==> src/rtl/digit_serial_adder.sv <==
// Digit-serial adder: WIDTH-bit add processed DIGIT bits per clock with a registered carry.
// Optional subtract mode and `sub` port are enabled by defining DS_ADD_SUB_EN.
module digit_serial_adder #(
    parameter int WIDTH = 8,
    parameter int DIGIT = 1
) (
    input  logic             clk,
    input  logic             rst,
    input  logic             start,
    input  logic [WIDTH-1:0] a,
    input  logic [WIDTH-1:0] b,
    input  logic             cin,
`ifdef DS_ADD_SUB_EN
    input  logic             sub,
`endif
    output logic             busy,
    output logic             done,
    output logic [WIDTH-1:0] sum,
    output logic             cout,
    output logic             ovf
);

    localparam int N  = WIDTH / DIGIT;
    localparam int CW = (N > 1) ? $clog2(N) : 1;

    typedef enum logic [1:0] {
        IDLE = 2'd0,
        RUN  = 2'd1,
        DONE = 2'd2
    } state_t;

    state_t           state_q, state_d;
    logic [WIDTH-1:0] a_q, a_d;
    logic [WIDTH-1:0] b_q, b_d;
    logic [WIDTH-1:0] acc_q, acc_d;
    logic [WIDTH-1:0] sum_q, sum_d;
    logic             carry_q, carry_d;
    logic             cout_q, cout_d;
    logic             ovf_q, ovf_d;
    logic [CW-1:0]    cnt_q, cnt_d;

    // One DIGIT-wide carry chain; the extra bit is the digit carry-out.
    logic [DIGIT:0]   dsum;
    logic             msb_carry_in;
    logic [WIDTH-1:0] acc_next;

    assign dsum = {1'b0, a_q[DIGIT-1:0]} + {1'b0, b_q[DIGIT-1:0]} + (DIGIT+1)'(carry_q);
    assign msb_carry_in = a_q[DIGIT-1] ^ b_q[DIGIT-1] ^ dsum[DIGIT-1];
    assign acc_next = (acc_q >> DIGIT) | (WIDTH'(dsum[DIGIT-1:0]) << (WIDTH - DIGIT));

    // NOTE: every variable gets a default before the case so no path leaves one unassigned (no latches).
    always_comb begin
        state_d = state_q;
        a_d     = a_q;
        b_d     = b_q;
        acc_d   = acc_q;
        sum_d   = sum_q;
        carry_d = carry_q;
        cout_d  = cout_q;
        ovf_d   = ovf_q;
        cnt_d   = cnt_q;

        case (state_q)
            IDLE, DONE: begin
                state_d = IDLE;
                if (start) begin
                    a_d     = a;
                    b_d     = b;
                    carry_d = cin;
                    cnt_d   = '0;
                    state_d = RUN;
`ifdef DS_ADD_SUB_EN
                    if (sub) begin
                        b_d     = ~b;
                        carry_d = 1'b1;
                    end
`endif
                end
            end
            RUN: begin
                a_d     = a_q >> DIGIT;
                b_d     = b_q >> DIGIT;
                acc_d   = acc_next;
                carry_d = dsum[DIGIT];
                cnt_d   = cnt_q + CW'(1);
                if (cnt_q == CW'(N - 1)) begin
                    // Results are published only here so they stay stable through RUN.
                    sum_d   = acc_next;
                    cout_d  = dsum[DIGIT];
                    ovf_d   = msb_carry_in ^ dsum[DIGIT];
                    state_d = DONE;
                end
            end
            default: state_d = IDLE;
        endcase
    end

    // NOTE: sequential state uses non-blocking assignments so all registers update together.
    always_ff @(posedge clk) begin
        if (rst) begin
            state_q <= IDLE;
            a_q     <= '0;
            b_q     <= '0;
            acc_q   <= '0;
            sum_q   <= '0;
            carry_q <= 1'b0;
            cout_q  <= 1'b0;
            ovf_q   <= 1'b0;
            cnt_q   <= '0;
        end else begin
            state_q <= state_d;
            a_q     <= a_d;
            b_q     <= b_d;
            acc_q   <= acc_d;
            sum_q   <= sum_d;
            carry_q <= carry_d;
            cout_q  <= cout_d;
            ovf_q   <= ovf_d;
            cnt_q   <= cnt_d;
        end
    end

    assign busy = (state_q == RUN);
    assign done = (state_q == DONE);
    assign sum  = sum_q;
    assign cout = cout_q;
    assign ovf  = ovf_q;

endmodule

==> config.mk <==
export PLATFORM = sky130hd
export DESIGN_NAME = digit_serial_adder
export DESIGN_NICKNAME = d
export VERILOG_FILES = /design/src/rtl/digit_serial_adder.sv
export SDC_FILE = /design/constraint.sdc
export NUM_CORES = 1
export LEC_CHECK = 0
export CAP_MARGIN = 40
export CORE_MARGIN = 1
export CORE_UTILIZATION = 51
export CTS_CLUSTER_SIZE = 28
export DETAILED_ROUTE_END_ITERATION = 10
export DONT_BUFFER_PORTS = 1
export GPL_ROUTABILITY_DRIVEN = 0
export GPL_TIMING_DRIVEN = 0
export MAX_ROUTING_LAYER = met4
export PLACE_DENSITY = 0.67
export SLEW_MARGIN = 20
export SYNTH_ARGS = -nofsm -noshare
export SYNTH_HDL_FRONTEND = slang
export SYNTH_SLANG_ARGS = --single-unit
==> constraint.sdc <==
create_clock -name clk -period 1.35 [get_ports clk]
set_input_delay 0.135 -clock clk [delete_from_list [all_inputs] [get_ports clk]]
set_output_delay 0.135 -clock clk [all_outputs]
set_load 0.1 [all_outputs]
==> flow_summary_export.csv, run 1 <==
group,metric,value,unit
timing,finalSetupViolCount,2,
worst_setup_path,r2r_start,"a_q[0]",
power,finalPower,0.00233,W
timing,holdWs,0.0648,ns
yosys,syn_area_per_cell,8.14,um2
final_layout,multi_input_area,759,um2
clocking,cts_tree,"built",
floorplanning,chipWidth,57.8,um
worst_setup_path,worst_setup_path_end_kind,"register",
floorplanning,start_util,55.7,%
final_layout,regArea,790,um2
grt,grt_util_all_layers,26.0,%
floorplanning,floorplan.die_area,0.00334,mm2
final_layout,final_cell_area,0.00219,mm2
final_layout,drive_gt1_share,22.4,%
timing,fin_ws,-0.0648,ns
floorplanning,die_y,57.8,um
detailed_routing,drt_first_iter_violations,69,
worst_setup_path,path_max_fanout,2,
final_layout,final_common_cell,"nand2_1",
yosys,synth_cells,195,
clocking,insertion_delay,0.35,ns
worst_setup_path,crit_path_start_kind,"register",
final_layout,final_cell_mix,"65 x nand2_1, 32 x dfxtp_1, 20 x a21oi_1, 18 x nor2_1, 17 x dlygate4sd3_1",
worst_hold_path,hp-class,"primary input to register",
worst_setup_path,worst_r2r_endpoint,"ovf",
floorplanning,num_rows,19,
final_layout,n_antenna_cell,0,
detailed_routing,antenna_left,0,
clocking,path_clk_slew,0.12,ns
worst_setup_path,r2r_cells,4,
clocking,cts.sinks,39,
grt,grt_max_degree,13,
final_layout,fill_cells,194,
detailed_routing,wl_met1,1540,um
worst_setup_path,cp-endpoint,"ovf",
place,io_buffers,0,
final_layout,fin_nets,259,
detailed_routing,met3_length,225,um
yosys,synth_seq_area_share,49.2,%
timing,finalMaxSlewViolations,0,
timing,max_slew.worst_pin.slew,0.483,ns
detailed_routing,detail_route.wl_per_cell,14.5,um
detailed_routing,firstDrtPassIters,7,
worst_setup_path,r2r_slack,-0.06,ns
clocking,cts_buffer_depth,2,
power,leakagePower,0.826,nW
power,peakVddDrop,814,uV
detailed_routing,top_layer_used,"met4",
detailed_routing,dr_wl_met2,2020,um
yosys,syn_nets,218,
run_status,status,"finished, violations left",
clocking,root_buffer,"clkbuf_4",
yosys,synth_warnings,0,
grt,antenna_found_initial,0,
flow_run,max_cap_violations,0,
timing,rsz0062_at_grt,"true",
worst_setup_path,critPathKind,"register to register",
timing,finClkSkew,0.0144,ns
grt,first_global_vias,1464,
timing,fmax,0.707,GHz
yosys,synth.distinct_cells,21,
place,hpwl,2440,um
yosys,syn_area,0.00159,mm2
run_status,violations,"DRC, setup timing",
final_layout,syn2layout_area_growth,38.0,%
power,power.density,1060,mW/mm2
clocking,cts_made_buffers,5,
timing,hold_viol,0,
floorplanning,io_pins,32,
detailed_routing,wl,3880,um
worst_setup_path,crit_arrival,1.69,ns
worst_setup_path,critical_path.startpoint,"a_q[0]",
detailed_routing,vias_per_cell,5.50,
detailed_routing,vias,1474,
worst_setup_path,cp.required,1.63,ns
timing,period_share,105,%
timing,max_slew_margin,67.8,%
place,placed_area,0.00180,mm2
clocking,ctsHtreeMaxLevel,2,
grt,grt_pass1_wl,6190,um
yosys,synth_seq_cells,39,
timing,min_period,1.41,ns
grt,gr-total-overflow,0,
floorplanning,core-area,0.00285,mm2
detailed_routing,remaining_drc_errors,2,
## report_power, final
| part | internal (W) | switching (W) | total [W] | leakage, nW |
|---|---|---|---|---|
| registers | 0.00121 | 0.0000417 | 0.00125 | 0.321 |
| logic | 0.000189 | 0.000201 | 0.000390 | 0.468 |
| clock network | 0.000304 | 0.000382 | 0.000687 | 0.0375 |
## kinds of logic after synthesis
family	after synthesis	share of synthesized area [%]
compound gates	38	15.8
xor+xnor	3	1.66
fa+ha+maj	3	2.84
buf+inv	16	6.07
flops	39	49.2
simple gates	96	24.4
## state kept, by name, indices dropped and copies added, names as in the netlist
register,cells
carry_q,1
state_q,2
sum,8
ovf,1
a_q,8
b_q,8
cnt_q,3
acc_q,7
cout,1
## worst max-delay path: stages, from the launching register on
cell and delay, ns:
dfxtp_2 0.35, fa_1 0.57, xnor2_1 0.14, xnor2_1 0.09, a211oi_1 0.19
## through the flow
stage | setup TNS, ns | std cells | worst slack (ns) | utilization (%)
floorplan | -0.00481 | 195 | -0.00481 | -
global placement | -0.186 | 226 | -0.0803 | 57.2
detailed placement | -1.06 | 237 | -0.0893 | 63.0
CTS | -0.0681 | 267 | -0.0564 | 75.0
global route | -0.411 | 268 | -0.150 | 76.8
finish | -0.0807 | 268 | -0.0648 | 76.8
## how the worst min path moves through the flow
stage,from,to,cells past startpoint
after global placement,b[7],b_q[7],2
after global routing,rst,carry_q,2
after CTS,start,a_q[2],3
after detailed placement,a[7],a_q[7],2
after floorplan,a[7],a_q[7],2
final,start,a_q[2],3
## synth_stat cells
library cell / n / area [um2]
a311oi_1: 15 / 131
nand3b_1: 1 / 7.51
inv_1: 1 / 3.75
nand3_1: 5 / 25.0
nor2b_1: 2 / 12.5
ha_1: 2 / 25.0
buf_4: 6 / 45.0
a21oi_1: 21 / 105
dfxtp_1: 39 / 781
a211oi_1: 1 / 7.51
nor2_1: 18 / 67.6
and3b_1: 1 / 8.76
xnor2_1: 3 / 26.3
fa_1: 1 / 20.0
clkbuf_1: 2 / 7.51
nand2_1: 66 / 248
buf_1: 1 / 3.75
buf_2: 5 / 25.0
nand2b_1: 3 / 18.8
o21a_1: 1 / 7.51
buf_6: 1 / 11.3
## cell type report
type,instances,share of cell area (%)
timing repair buffer,34,18.7
tap,31,1.77
multi-input combinational,140,34.7
buffer,15,5.25
clock buffer,7,2.97
sequential,39,36.0
clock inverter,1,0.343
inverter,1,0.286
## what timing repair did
| action | in CTS | in global routing |
|---|---|---|
| hold buffers | 17 | 0 |
| endpoints found under the setup margin | 21 | 15 |
| gates cloned | 1 | 1 |
| setup buffers | 4 | 0 |
| pin swaps | 2 | 0 |
| endpoints found under the hold margin | 17 | 0 |
| gates resized for setup | 13 | 12 |
## routing by layer
metal  global-route usage, %  vias up
li1                        -      736
met1                    26.5      674
met2                    45.3       53
met3                    8.71       11
met4                    11.9        0
met5                       -        -
Note: power is estimated with default switching activity, not from simulation.
==> run 2, diff against run 1 <==
PLACE_DENSITY = 0.65   (was 0.67)
==> run 2 against run 1 <==
Net effect: the run still ends with DRC, setup timing left; sequential power hardly changed; routed wire length down 8.1%; non-clock buffer count down 1; flip-flop and latch count unchanged; largest cell class unchanged; highest routed layer unchanged.
==> flow_summary_export.csv, run 2 (synthesis gave the netlist of run 1 again) <==
group,metric,value,unit
run_status,status,"finished, violations left",
run_status,violations,"DRC, setup timing",
worst_setup_path,r2r_cells,4,
final_layout,final_common_cell,"nand2_1",
final_layout,fill_cells,206,
place,io_buffers,0,
worst_hold_path,hp-class,"primary input to register",
grt,grt_util_all_layers,23.9,%
worst_hold_path,whs_path_depth,3,
grt,gr-total-overflow,0,
floorplanning,io_pins,32,
detailed_routing,vias_per_cell,5.52,
worst_setup_path,crit_path_start_kind,"register",
floorplanning,start_util,55.7,%
final_layout,regArea,790,um2
worst_setup_path,cpMostUsedCell,"xnor2_1",
place,hpwl,2310,um
detailed_routing,remaining_drc_errors,1,
final_layout,final_cell_mix,"64 x nand2_1, 32 x dfxtp_1, 19 x a21oi_1, 18 x nor2_1, 17 x dlygate4sd3_1",
worst_setup_path,worst_r2r_endpoint,"ovf",
power,peakVddDrop,951,uV
clocking,insertion_delay,0.34,ns
worst_setup_path,r2r_start,"carry_q",
clocking,cts_buffer_depth,2,
worst_setup_path,critPathKind,"register to register",
grt,antenna_found_initial,0,
final_layout,n_antenna_cell,0,
grt,grt_max_degree,12,
clocking,ctsHtreeMaxLevel,2,
grt,first_global_vias,1436,
place,place_ws,-0.112,ns
grt,grt_pass1_wl,5950,um
timing,finClkSkew,0.0102,ns
final_layout,multi_input_area,764,um2
floorplanning,chipWidth,57.8,um
power,finalPower,0.00232,W
detailed_routing,detail_route.wl_per_cell,13.4,um
flow_run,max_cap_violations,0,
timing,min_period,1.46,ns
clocking,cts.sinks,39,
timing,hold_viol,0,
final_layout,fin_nets,258,
worst_setup_path,cp.required,1.57,ns
worst_setup_path,slowest_stage,"fa_1",
clocking,root_buffer,"clkbuf_4",
detailed_routing,wl,3570,um
timing,max_slew.worst_pin.slew,0.567,ns
worst_setup_path,slowest_delay,0.52,ns
worst_hold_path,whs_endpoint,"a_q[2]",
timing,rsz0062_at_grt,"true",
clocking,path_clk_slew,0.11,ns
power,power.density,1060,mW/mm2
power,leakagePower,0.824,nW
detailed_routing,vias,1474,
clocking,cts_tree,"built",
floorplanning,core-area,0.00285,mm2
detailed_routing,drt_first_iter_violations,56,
worst_setup_path,path_max_fanout,2,
timing,max_slew_margin,62.2,%
worst_setup_path,path_cells,"fa_1 -> xnor2_1 -> xnor2_1 -> a211oi_2",
timing,fmax,0.683,GHz
worst_setup_path,worst_setup_path_end_kind,"register",
worst_hold_path,hold_path.startpoint,"start",
floorplanning,floorplan.die_area,0.00334,mm2
final_layout,drive_gt1_share,22.5,%
detailed_routing,antenna_left,0,
timing,finalSetupViolCount,2,
clocking,cts_made_buffers,5,
timing,finalMaxSlewViolations,0,
worst_setup_path,crit_arrival,1.69,ns
floorplanning,die_y,57.8,um
timing,period_share,108,%
timing,fin_ws,-0.113,ns
floorplanning,num_rows,19,
detailed_routing,firstDrtPassIters,7,
final_layout,syn2layout_area_growth,37.6,%
worst_setup_path,r2r_slack,-0.11,ns
[run 2: cell count changes in the layout (fill, tap and decap cells not counted), sizes merged]
cell      delta
clkinvlp     -1
clkbuf       +1
buf          -1
[run 2: worst max path at each step]
stage	startpoint	to	slack (ns)	cells after the start
4_1_cts	a_q[0]	ovf	-0.10	4
6_report	carry_q	ovf	-0.11	4
3_5_place_dp	a_q[0]	ovf	-0.11	4
3_3_place_gp	a_q[0]	ovf	-0.09	4
2_1_floorplan	carry_q	ovf	-0.005	4
5_1_grt	carry_q	ovf	-0.16	4
[run 2: cell type report]
type                       count  area share [%]
inverter                       1           0.286
timing repair buffer          33            18.4
tap                           31            1.78
clock buffer                   8            3.15
multi-input combinational    140            35.0
sequential                    39            36.1
buffer                        15            5.27
[run 2: metal layers]
layer	wire (um)	up-vias	track usage [%]
met5	0	-	-
met4	94	0	10.5
met3	162	15	4.91
met2	1780	48	43.4
met1	1530	674	24.9
li1	-	737	-
[run 2: power by group]
part | total [W] | leakage, nW | switching (W) | internal [W]
combinational | 0.000390 | 0.464 | 0.000202 | 0.000188
clock | 0.000674 | 0.0386 | 0.000367 | 0.000307
sequential | 0.00125 | 0.321 | 0.0000411 | 0.00121
[run 2: per-stage QoR]
stage	util, %	cells	hold WS, ns	instance area (um2)	TNS (ns)
global placement	57.2	226	0.276	1630	-0.156
global route	76.6	267	0.0753	2180	-0.262
floorplan	-	195	0.271	1590	-0.00481
finish	76.6	267	0.0592	2180	-0.125
CTS	74.6	266	0.0560	2130	-0.103
detailed placement	63.0	237	0.285	1800	-0.403
[run 2: what timing repair did]
action                     in CTS  in global routing
cloned                          1                  1
setup endpoints to repair      20                 14
hold endpoints to repair       17                  0
resized for setup              13                 13
buffers inserted                3                  0
hold buffers                   17                  0
pin swaps                       1                  3
[run 2: worst max-delay path, delay by kind of cell (launching register included)]
kind | cells | cell delay, ns
AO/OA/AOI/OAI | 1 | 0.10
XOR/XNOR | 2 | 0.39
adder cells (fa/ha/maj) | 1 | 0.52
flip-flops | 1 | 0.35
==> run 3, diff against run 2 <==
CELL_PAD_IN_SITES_DETAIL_PLACEMENT = 1   (was unset)
CELL_PAD_IN_SITES_GLOBAL_PLACEMENT = 1   (was unset)
CORE_MARGIN = 2   (was 1)
CORE_UTILIZATION = 40   (was 51)
PLACE_DENSITY = 0.68   (was 0.65)
==> run 3 against run 2 <==
Net effect: the flow finishes with violations (setup timing); flip-flop and latch count stayed put; setup slack improved by 0.038 ns; first-iteration DRC count is 16% lower; critical path depth is the same; largest cell class unchanged; die area is 34% higher; largest power group unchanged; cell count up 6.0%.
==> flow_summary_export.csv, run 3 (synthesis gave the netlist of run 1 again) <==
group,metric,value,unit
clocking,root_buffer,"clkbuf_8",
clocking,cts_tree,"built",
floorplanning,core-area,0.00374,mm2
final_layout,final_cell_mix,"63 x nand2_1, 33 x dfxtp_1, 18 x nor2_1, 17 x a21oi_1",
grt,grt_util_all_layers,24.3,%
detailed_routing,vias_per_cell,5.25,
final_layout,fin_nets,257,
detailed_routing,vias,1486,
floorplanning,num_rows,22,
floorplanning,floorplan.die_area,0.00449,mm2
clocking,cts_made_buffers,5,
worst_setup_path,crit_arrival,1.62,ns
clocking,insertion_delay,0.32,ns
detailed_routing,antenna_left,0,
clocking,path_clk_slew,0.09,ns
detailed_routing,drt_first_iter_violations,47,
worst_setup_path,path_max_fanout,2,
worst_setup_path,critPathKind,"register to register",
clocking,cts_buffer_depth,2,
floorplanning,io_pins,32,
run_status,status,"finished, violations left",
grt,grt_max_degree,14,
final_layout,fill_cells,433,
floorplanning,chipWidth,67.0,um
grt,antenna_found_initial,0,
final_layout,drive_gt1_share,24.7,%
final_layout,syn2layout_area_growth,43.2,%
grt,gr-total-overflow,0,
timing,finClkSkew,0.0188,ns
timing,max_slew_margin,57.9,%
timing,finalSetupViolCount,1,
clocking,cts.sinks,39,
grt,first_global_vias,1640,
timing,period_share,106,%
final_layout,n_antenna_cell,0,
timing,max_slew.worst_pin.slew,0.631,ns
worst_setup_path,crit_path_start_kind,"register",
detailed_routing,wl,4730,um
timing,fin_ws,-0.0758,ns
place,io_buffers,0,
floorplanning,start_util,42.4,%
detailed_routing,firstDrtPassIters,4,
place,hpwl,2890,um
grt,grt_pass1_wl,7680,um
final_layout,final_common_cell,"nand2_1",
timing,min_period,1.43,ns
timing,rsz0062_at_grt,"true",
detailed_routing,remaining_drc_errors,0,
power,leakagePower,0.855,nW
clocking,ctsHtreeMaxLevel,2,
power,finalPower,0.00268,W
worst_setup_path,cp.required,1.54,ns
power,power.density,1180,mW/mm2
worst_setup_path,worst_setup_path_end_kind,"register",
timing,finalSetupTns,-0.0758,ns
timing,hold_viol,0,
detailed_routing,detail_route.wl_per_cell,16.7,um
power,peakVddDrop,799,uV
timing,finalMaxSlewViolations,0,
timing,fmax,0.701,GHz
floorplanning,die_y,67.0,um
worst_hold_path,hp-class,"primary input to register",
run_status,violations,"setup timing",
flow_run,max_cap_violations,0,
## run 3: cell count changes in the layout (fill, tap and decap cells not counted), sizes merged
cell / delta
clkinv: +2
bufinv: +1
clkbuf: -3
buf: +1
dlygate4sd3: -2
## run 3: layer usage
| layer | vias up | part of all wire [%] | GRT usage (%) |
|---|---|---|---|
| met2 | 32 | 50 | 41.5 |
| li1 | 729 | - | - |
| met5 | - | 0 | - |
| met4 | 0 | 2.1 | 9.44 |
| met1 | 713 | 43 | 25.9 |
| met3 | 12 | 4.5 | 8.28 |
## run 3: worst max-delay path, stage by stage (launching register included)
cell and delay (ns):
dfxtp_2 0.34, fa_1 0.60, xnor2_2 0.14, xnor2_1 0.15
a211oi_2 0.08
## run 3: power breakdown
| group | internal, W | total [W] | switching, W |
|---|---|---|---|
| sequential | 0.00121 | 0.00125 | 0.0000405 |
| clock | 0.000551 | 0.00101 | 0.000458 |
| combinational | 0.000193 | 0.000417 | 0.000223 |
| total | 0.00195 | 0.00268 | 0.000722 |
## run 3: worst paths after layout
path,start,endpoint,slack (ns),cells past startpoint
worst max register to register,carry_q,ovf,-0.08,4
worst max-delay path,carry_q,ovf,-0.08,4
worst min register to register,acc_q[7],sum[6],0.47,2
worst min-delay path,b[5],b_q[5],0.009,2
## run 3: what timing repair did
action / CTS / global route
pin swaps: 4 / 1
endpoints found under the hold margin: 15 / 0
hold buffers: 15 / 0
resized for setup: 13 / 19
cloned: 1 / 1
setup buffers: 3 / 2
endpoints found under the setup margin: 20 / 15
## run 3: final cells by class
cell class	count	area (um2)	area share, %
multi-input combinational	140	772	34.0
inverter	1	6.26	0.275
tap	48	60.1	2.64
buffer	15	118	5.17
clock inverter	3	43.8	1.93
clock buffer	5	68.8	3.03
sequential	39	791	34.8
timing repair buffer	32	414	18.2
## run 3: per-stage QoR
stage / instances / worst slack (ns) / cell area (um2) / hold slack, ns / util [%]
detailed placement: 254 / -0.113 / 1840 / 0.287 / 49.2
global placement: 243 / -0.117 / 1650 / 0.276 / 44.2
global route: 283 / -0.161 / 2270 / 0.0201 / 60.7
floorplan: 195 / -0.00481 / 1590 / 0.271 / -
finish: 283 / -0.0758 / 2270 / 0.00923 / 60.7
CTS: 281 / -0.0732 / 2200 / 0.000535 / 58.7
